$ cat src/rtl/issue_stage.sv
// Issue stage: register scoreboard, hazard stall and execute-stage pipeline registers.
// Ports: clock/reset, decode bundle in, regfile read port, writeback retire in, stall + execute regs out.
module issue_stage #(
  parameter int INFLIGHT_MAX = 4
) (
  input  logic        clock,
  input  logic        reset,
  input  logic        id_is_valid,
  input  logic [4:0]  id_is_addra,
  input  logic [4:0]  id_is_addrb,
  input  logic        id_is_usea,
  input  logic        id_is_useb,
  input  logic [4:0]  id_is_regdest,
  input  logic        id_is_writereg,
  input  logic [15:0] id_is_ctrl,
  input  logic [31:0] id_is_imedext,
  output logic [4:0]  is_reg_addra,
  output logic [4:0]  is_reg_addrb,
  input  logic [31:0] reg_is_dataa,
  input  logic [31:0] reg_is_datab,
  input  logic        wb_is_writereg,
  input  logic [4:0]  wb_is_regdest,
  output logic        is_stall,
  output logic        is_ex_valid,
  output logic [31:0] is_ex_rega,
  output logic [31:0] is_ex_regb,
  output logic [31:0] is_ex_imedext,
  output logic [15:0] is_ex_ctrl,
  output logic [4:0]  is_ex_regdest,
  output logic        is_ex_writereg
);

  localparam logic [2:0] MAX3 = 3'(INFLIGHT_MAX);

  logic [31:0] pending;
  logic [31:0] pending_nxt;
  logic [31:0] set_vec;
  logic [31:0] clr_vec;
  logic [2:0]  inflight;
  logic [2:0]  inflight_nxt;

  logic src_haz;
  logic cap_haz;
  logic issue;
  logic inc;
  logic dec;

  assign is_reg_addra = id_is_addra;
  assign is_reg_addrb = id_is_addrb;

  // pending[0] is held at zero, so r0 sources never hazard
  assign src_haz = id_is_valid &&
                   ((id_is_usea && pending[id_is_addra]) ||
                    (id_is_useb && pending[id_is_addrb]));

  assign cap_haz = id_is_valid && id_is_writereg &&
                   (id_is_regdest != 5'd0) &&
                   (inflight == MAX3);

  assign is_stall = src_haz || cap_haz;
  assign issue    = id_is_valid && !is_stall;

  assign inc = issue && id_is_writereg &&
               (id_is_regdest != 5'd0);

  // retiring a register that is not pending is ignored
  assign dec = wb_is_writereg &&
               (wb_is_regdest != 5'd0) &&
               pending[wb_is_regdest];

  always_comb begin
    set_vec = 32'd0;
    clr_vec = 32'd0;
    if (inc) set_vec[id_is_regdest] = 1'b1;
    if (dec) clr_vec[wb_is_regdest] = 1'b1;
  end

  // set applied after clear: same-register set+clear stays pending
  assign pending_nxt = ((pending & ~clr_vec) | set_vec) &
                       32'hFFFF_FFFE;

  always_comb begin
    inflight_nxt = inflight;
    unique case (1'b1)
      (inc && !dec): begin
        if (inflight != MAX3)
          inflight_nxt = inflight + 3'd1;
      end
      (dec && !inc): begin
        if (inflight != 3'd0)
          inflight_nxt = inflight - 3'd1;
      end
      default: inflight_nxt = inflight;
    endcase
  end

  always_ff @(posedge clock or negedge reset) begin
    if (!reset) begin
      pending  <= 32'd0;
      inflight <= 3'd0;
    end else begin
      pending  <= pending_nxt;
      inflight <= inflight_nxt;
    end
  end

  // data fields load every cycle; a bubble only kills valid/writereg/ctrl
  always_ff @(posedge clock or negedge reset) begin
    if (!reset) begin
      is_ex_valid    <= 1'b0;
      is_ex_rega     <= 32'd0;
      is_ex_regb     <= 32'd0;
      is_ex_imedext  <= 32'd0;
      is_ex_ctrl     <= 16'd0;
      is_ex_regdest  <= 5'd0;
      is_ex_writereg <= 1'b0;
    end else begin
      is_ex_rega    <= reg_is_dataa;
      is_ex_regb    <= reg_is_datab;
      is_ex_imedext <= id_is_imedext;
      is_ex_regdest <= id_is_regdest;
      if (issue) begin
        is_ex_valid    <= 1'b1;
        is_ex_ctrl     <= id_is_ctrl;
        is_ex_writereg <= id_is_writereg;
      end else begin
        is_ex_valid    <= 1'b0;
        is_ex_ctrl     <= 16'd0;
        is_ex_writereg <= 1'b0;
      end
    end
  end

endmodule

$ cat config.mk
export PLATFORM = sky130hd
export DESIGN_NAME = issue_stage
export DESIGN_NICKNAME = d
export VERILOG_FILES = /design/src/rtl/issue_stage.sv
export SDC_FILE = /design/constraint.sdc
export NUM_CORES = 1
export LEC_CHECK = 0
export CORE_MARGIN = 2
export CORE_UTILIZATION = 45
export CTS_BUF_LIST = sky130_fd_sc_hd__clkbuf_4 sky130_fd_sc_hd__clkbuf_8
export DETAILED_ROUTE_END_ITERATION = 10
export PLACE_DENSITY = 0.87
export SLEW_MARGIN = 20
export SYNTH_ARGS = -nofsm -noshare
export SYNTH_HDL_FRONTEND = slang
export SYNTH_SLANG_ARGS = --single-unit
$ cat constraint.sdc
create_clock -name clock -period 4.2 [get_ports clock]
set_input_delay 0.63 -clock clock [delete_from_list [all_inputs] [get_ports clock]]
set_output_delay 0.63 -clock clock [all_outputs]
set_load 0.01 [all_outputs]
==> metrics.md, run 1 <==
| Metric | Value |
|---|---|
| Commonest non-fill, non-tap cell in the layout | `clkdlybuf4s50_1` |
| Die Footprint | `between 10,000 and 15,000 um2` |
| Max Fclk | `between 200 and 300 MHz` |
| Slew @ Worst Pin | `~740 ps` |
| Critical path class | `primary input to output port` |
| FF-to-FF path depth | `11` |
| Crit Path Max Fanout | `12` |
| Reg clk slew, reported paths | `~80 ps` |
| CTS Root Cell | `clkbuf_8` |
| Chip width | `about 120 um` |
| PortBufs | `268` |
| Share of layout cells above drive strength 1 | `0.101` |
| Number of global-route vias before repair | `between 4,000 and 5,000` |
| Deepest clock path buffer count | `2` |
| Post-synth top flop | `dfrtp_1` |
| CTS Sinks | `~150` |
| Core ar. | `~12,000 um2` |
| Slew headroom | `0.508` |
| Maximum VDD drop | `0.252 mV` |
| Post-CTS setup buffers | `0` |
| Setup TNS | `0 ps` |
| Worst setup SP type | `primary input` |
| Final hold violations | `0` |
| Area Growth Syn to Fin | `56.9%` |
| Fillers | `828` |
| Drt drc | `0` |
| #FFs+latches synth | `about 150` |
| Hold slack | `196 ps` |
| CP Launch Point | `id_is_addra[1]` |
| # nets final | `812` |
| Busiest grt layer | `met2` |
| CP required | `~3600 ps` |
| Synth Net Count | `around 540` |
| Die height | `roughly 120 um` |
| GRT Util Overall | `0.273` |
| Gate Count Post-Synth | `about 400` |
| Ant. Diodes | `0` |
| Tmin final | `~4000 ps` |
| Hold Buf Count CTS | `0` |
| Max-slew violations | `0` |
| Post-synthesis sequential area ratio | `0.675` |
| Worst Setup End Kind | `output port` |
| R2R setup slack | `~1200 ps` |
| Outcome | `completed` |
| Remaining antenna violation count | `0` |
| Yosys warning count | `0` |
| Routing usage on met2 | `0.448` |
| CTS Buf Count | `17` |
| RSZ-0062 raised after global routing | `false` |
| Setup Viol. Count Final | `0` |
| Wire length per cell | `20.9 um` |
| Largest net degree at the start of global routing | `81` |
| Static Leak | `around 3.7 nW` |
| DP HPWL | `about 14,000 um` |
| H-tree levels | `4` |
| Vias | `4,490` |
| Initial antenna violation count | `1` |
| Mapped Area | `around 5700 um2` |
| Number of synthesized flops with an enable pin | `0` |
| Critical Path AT | `between 3000 and 4000 ps` |
| Worst Hold Class | `primary input to async pin` |
| Power per Cell Area | `just over 400 nW/um2` |
| CTS tree | `built` |
| Clock Latency Late Sink | `roughly 450 ps` |
| Clk_skew | `around 13 ps` |
| Max Cap Viol | `0` |
| Post-synth ARST share | `1.00` |
| FF-to-FF End | `inflight[2]` |
| Period utilization | `0.930` |
| Placer congestion estimate | `0.933` |
| GRT Residual Overflow | `0` |
| GR Layer Usage met1 | `0.322` |
| Initial Utilization | `0.455` |
| Rows | `just over 40` |
| Mean area per synthesized cell | `about 14 um2` |
| Final Util | `0.714` |
| Vias/cell | `around 5.2` |
| Starting DRT DRC Count | `301` |
| Crit path to | `is_stall` |
| First-pass GRT wire length | `between 20,000 and 30,000 um` |
| Reg2reg start | `pending[8]` |
| First-pass DRT Iterations | `5` |
| Cell variety after synth | `between 40 and 50` |
| Commonest cells after routing, fill and taps aside | `267 x clkdlybuf4s50_1, 153 x dfrtp_1, 58 x o21ai_0` |
| Pwr Total | `about 0.0036 W` |
| # IOs | `269` |
| Post-CTS Resized | `0` |
| Drt total wl | `approximately 18,000 um` |
| GR met3 Demand/Resource | `0.111` |
==> sequential cells by signal, indices dropped and copies added, names as in the netlist <==
signal and count:
is_ex_imedext 32, is_ex_regdest 5, inflight 3, is_ex_regb 32, is_ex_rega 32, is_ex_ctrl 16, is_ex_writereg 1, is_ex_valid 1
pending 31
==> cells by family after synthesis <==
| group | after synthesis | share of synthesized area |
|---|---|---|
| AOI/OAI and AO/OA | 84 | 0.0898 |
| xor gates and xnor gates | 2 | 0.00309 |
| adders and majority gates | 1 | 0.00221 |
| buffers and inverters | 30 | 0.0309 |
| DFF | 153 | 0.675 |
| muxes | 35 | 0.0995 |
| and+or+nand+nor | 96 | 0.0991 |
==> cells in the mapped netlist, drive strengths merged (2+ instances only) <==
| cell type | count | area, um2 |
|---|---|---|
| nor4 | 4 | 25.0 |
| buf | 19 | 134 |
| and2 | 16 | 100 |
| mux4 | 17 | 383 |
| a221o | 2 | 20.0 |
| or4b | 2 | 20.0 |
| dfrtp | 153 | 3830 |
| nand3 | 11 | 55.1 |
| or3b | 5 | 43.8 |
| clkbuf | 8 | 30.0 |
| mux2i | 17 | 170 |
| a31oi | 2 | 12.5 |
| nand2 | 12 | 45.0 |
| nor3 | 3 | 15.0 |
| a21oi | 5 | 25.0 |
| nor2 | 14 | 52.6 |
| a21boi | 2 | 15.0 |
| o31ai | 2 | 15.0 |
| nand3b | 11 | 82.6 |
| nand2b | 4 | 25.0 |
| o21ai | 58 | 290 |
| or2 | 2 | 12.5 |
| nor3b | 3 | 22.5 |
| o2bb2ai | 3 | 26.3 |
| and3 | 2 | 12.5 |
| nor2b | 3 | 18.8 |
| or3 | 2 | 12.5 |
| inv | 3 | 11.3 |
==> final cells by class <==
class                           instances  area (um2)  area share
Tap cell                              172         215      0.0242
Clock buffer                           25         319      0.0359
Sequential cell                       153        3830       0.430
Multi-Input combinational cell        218        1670       0.187
Timing Repair Buffer                  279        2770       0.311
Inverter                                3        11.3     0.00127
Clock inverter                          7        90.1      0.0101
==> stage by stage <==
stage	std cells	setup slack, ps	area (um2)
2_1_floorplan	401	1080	5670
5_1_grt	857	151	8900
3_5_place_dp	825	293	8490
6_report	857	292	8900
3_3_place_gp	825	372	8490
4_1_cts	857	289	8900
==> per-layer routing <==
layer	up-vias	wire length, um
met5	-	12
met4	2	468
met3	40	1820
met2	234	9130
met1	2239	6480
li1	1975	-
==> worst min-delay path by stage <==
stage	from	end	cells past startpoint
after CTS	reset	is_ex_rega[9]	1
after detailed placement	pending[25]	pending[25]	2
after global routing	reset	is_ex_rega[29]	1
after floorplan	reset	inflight[0]	0
after global placement	pending[27]	pending[27]	2
final	reset	is_ex_regb[22]	1
==> worst max-delay path, stage by stage <==
cell,delay [ps]
clkdlybuf4s50_1,770
mux2i_1,140
mux4_2,470
a221o_1,300
a31o_2,260
nand3_1,140
clkdlybuf4s50_1,560
==> power breakdown <==
group / switching (W) / internal (W) / total [W] / leakage [nW]
combinational: 0.000287 / 0.000412 / 0.000699 / 1.64
clock: 0.000515 / 0.000615 / 0.00113 / 0.210
sequential: 0.000138 / 0.00162 / 0.00175 / 1.85
Note: power is estimated with default switching activity, not from simulation.
==> run 2: changes to the inputs <==
--- a/config.mk
+++ b/config.mk
@@ -5,11 +5,12 @@
 export SDC_FILE = /design/constraint.sdc
 export NUM_CORES = 1
 export LEC_CHECK = 0
+export CAP_MARGIN = 0
 export CORE_MARGIN = 2
 export CORE_UTILIZATION = 45
 export CTS_BUF_LIST = sky130_fd_sc_hd__clkbuf_4 sky130_fd_sc_hd__clkbuf_8
 export DETAILED_ROUTE_END_ITERATION = 10
-export PLACE_DENSITY = 0.87
+export PLACE_DENSITY = 0.88
 export SLEW_MARGIN = 20
 export SYNTH_ARGS = -nofsm -noshare
 export SYNTH_HDL_FRONTEND = slang
==> run 2 against run 1 <==
Net effect:
- core utilization increased by 0.63 points
- total power increased by 4.4%
- non-clock buffer count rose by 3
- sequential cell count stayed put
- setup slack gained 51 ps
- largest cell class unchanged
- highest routed layer is now met4
==> metrics.md, run 2 (same netlist as run 1, synthesis figures left out) <==
| Metric | Value |
|---|---|
| Cells after DPL | `828 (+0.36%)` |
| Net Sw Frac | `0.259 (-0.00358)` |
| Deepest clock path buffer count | `2 (unchanged)` |
| Placer congestion estimate | `0.943 (+1.1%)` |
| Commonest non-fill, non-tap cell in the layout | `clkdlybuf4s50_1` |
| CP max stage delay | `530 ps (-240 ps)` |
| Critical path class | `primary input to output port` |
| Max-slew violations | `0 (unchanged)` |
| Wire length per cell | `21.0 um (+0.31%)` |
| Slew @ Worst Pin | `831 ps (+93.4 ps)` |
| Period utilization | `0.918 (-0.0120)` |
| First-pass DRT Iterations | `5 (unchanged)` |
| Finished Layout Cells | `860 (+0.35%)` |
| Die Footprint | `13,500 um2 (unchanged)` |
| Max Fclk | `259 MHz (+1.3%)` |
| First-pass GRT wire length | `26,800 um (+0.52%)` |
| Final hold violations | `0 (unchanged)` |
| Ant. Diodes | `0 (unchanged)` |
| Remaining antenna violation count | `0 (unchanged)` |
| Critical Path AT | `3230 ps (-50 ps)` |
| Clk_skew | `12.2 ps (-1.03 ps)` |
| Area Growth Syn to Fin | `58.3%` |
| Setup Viol. Count Final | `0 (unchanged)` |
| Register area | `3830 um2 (unchanged)` |
| Final Util | `0.720 (+0.00632)` |
| Critical path's slowest cell | `clkdlybuf4s50_1` |
| Busiest grt layer | `met2` |
| Drt total wl | `18,000 um (+0.66%)` |
| # IOs | `269 (unchanged)` |
| Chip width | `116 um (unchanged)` |
| P_sw | `0.000967 W (+3.0%)` |
| GR met3 Demand/Resource | `0.109 (-0.00156)` |
| Number of global-route vias before repair | `4,833 (+1.1%)` |
| Fillers | `804 (-2.9%)` |
| Core ar. | `12,500 um2 (unchanged)` |
| RSZ-0062 raised after global routing | `false` |
| GRT Residual Overflow | `0 (unchanged)` |
| Static Leak | `3.72 nW (+0.84%)` |
| Post-CTS setup buffers | `0 (unchanged)` |
| # nets final | `815 (+0.37%)` |
| DP HPWL | `13,700 um (+0.73%)` |
| Clock Latency Late Sink | `440 ps (about the same)` |
| GRT Util Overall | `0.276 (+0.00252)` |
| Power per Cell Area | `417 nW/um2 (+3.5%)` |
| Worst Hold Class | `primary input to async pin` |
| PortBufs | `268 (unchanged)` |
| Max Cap Viol | `0 (unchanged)` |
| Commonest cells after routing, fill and taps aside | `267 x clkdlybuf4s50_1, 153 x dfrtp_1, 58 x o21ai_0` |
| Cells along the critical path | `clkdlybuf4s50_1 -> buf_4 -> mux4_2 -> nor3b_1 -> nor4_1 -> a22oi_1 -> nand3_1 -> clkdlybuf4s50_1` |
| Initial Utilization | `0.455 (unchanged)` |
| Post-DP Area | `8510 um2 (+0.27%)` |
| Vias/cell | `5.28 (+0.69%)` |
| H-tree levels | `4 (unchanged)` |
| CP required | `3570 ps (about the same)` |
| Outcome | `completed` |
| Register share of total power | `0.469 (-0.021)` |
| Reg clk slew, reported paths | `70 ps (about the same)` |
| Fin area | `8970 um2 (+0.89%)` |
| CTS Root Cell | `clkbuf_8` |
| CTS tree | `built` |
| Vias | `4,537 (+1.0%)` |
| Setup TNS | `0 ps (unchanged)` |
| Slew headroom | `0.446 (-0.0623)` |
| Clock power frac | `0.342 (+0.027)` |
| Largest net degree at the start of global routing | `91 (+12%)` |
| Top flop regs | `is_ex_imedext (32), is_ex_rega (32), is_ex_regb (32)` |
| Hold Buf Count CTS | `0 (unchanged)` |
| Rows | `41 (unchanged)` |
| GR Layer Usage met1 | `0.318 (-0.00385)` |
| Crit Path Max Fanout | `9 (-3)` |
| Tmin final | `3860 ps (-50.6 ps)` |
| Drt drc | `0 (unchanged)` |
| Initial antenna violation count | `0 (-1)` |
| Share of layout cells above drive strength 1 | `0.105 (+0.00392)` |
| CTS Buf Count | `17 (unchanged)` |
| Worst Path Buf+Inv | `3 (+1)` |
| Cell family with most CP delay | `buffers and inverters` |
| Gate power share | `0.189 (-0.006)` |
| Die height | `116 um (unchanged)` |
| Routing usage on met2 | `0.459 (+0.0105)` |
| Starting DRT DRC Count | `365 (+21%)` |
| Internal | `0.00277 W (+4.9%)` |
| Post-CTS Resized | `0 (unchanged)` |
| Area of the multi-input gates | `1670 um2 (unchanged)` |
| CP most frequent cell | `clkdlybuf4s50_1` |
| Maximum VDD drop | `0.290 mV (+15%)` |
| CTS Sinks | `153 (unchanged)` |
| Worst setup SP type | `primary input` |
| Worst Setup End Kind | `output port` |
-- run 2: cell count changes in the layout (fill, tap and decap cells not counted) --
cell | previous run | this run
clkinv_4 | 0 | 2
clkbuf_8 | 21 | 18
clkinvlp_4 | 2 | 3
clkbuf_4 | 4 | 3
buf_4 | 11 | 14
clkinv_2 | 3 | 1
bufinv_16 | 2 | 5
-- run 2: cell type report --
cell class | instances | area share
Multi-Input combinational cell | 218 | 0.186
Sequential cell | 153 | 0.427
Clock inverter | 11 | 0.0217
Tap cell | 172 | 0.0240
Timing Repair Buffer | 282 | 0.311
Inverter | 3 | 0.00125
Clock buffer | 21 | 0.0301
-- run 2: metrics by stage --
| step | hold WS, ps | setup slack (ps) | power [W] |
|---|---|---|---|
| finish | 240 | 343 | 0.00374 |
| global placement | 551 | 426 | 0.00244 |
| global route | 296 | 184 | 0.00390 |
| detailed placement | 567 | 351 | 0.00248 |
| floorplan | 334 | 1080 | 0.00206 |
| CTS | 281 | 354 | 0.00376 |
-- run 2: final timing paths --
kind,from,depth (start not counted),end,slack (ps)
setup / recovery,id_is_addrb[0],8,is_stall,340
hold / removal,reset,1,is_ex_rega[20],240
setup reg to reg,pending[12],11,inflight[2],1220
hold reg to reg,pending[3],1,pending[3],590
max in group asynchronous,reset,2,is_ex_imedext[9],2960
min in group clock,pending[3],1,pending[3],590
-- run 2: power groups by stage --
stage	combinational [W]	sequential [W]	clock, W
after floorplan	0.000314	0.00175	0
after global placement	0.000674	0.00177	0
after detailed placement	0.000704	0.00178	0
after CTS	0.000711	0.00175	0.00130
after global routing	0.000771	0.00177	0.00136
final	0.000707	0.00176	0.00128
-- run 2: per-layer routing --
layer  share of wire  up-vias
met4           0.029        0
met5               0        -
li1                -     1972
met2            0.51      278
met3            0.11       45
met1            0.35     2242
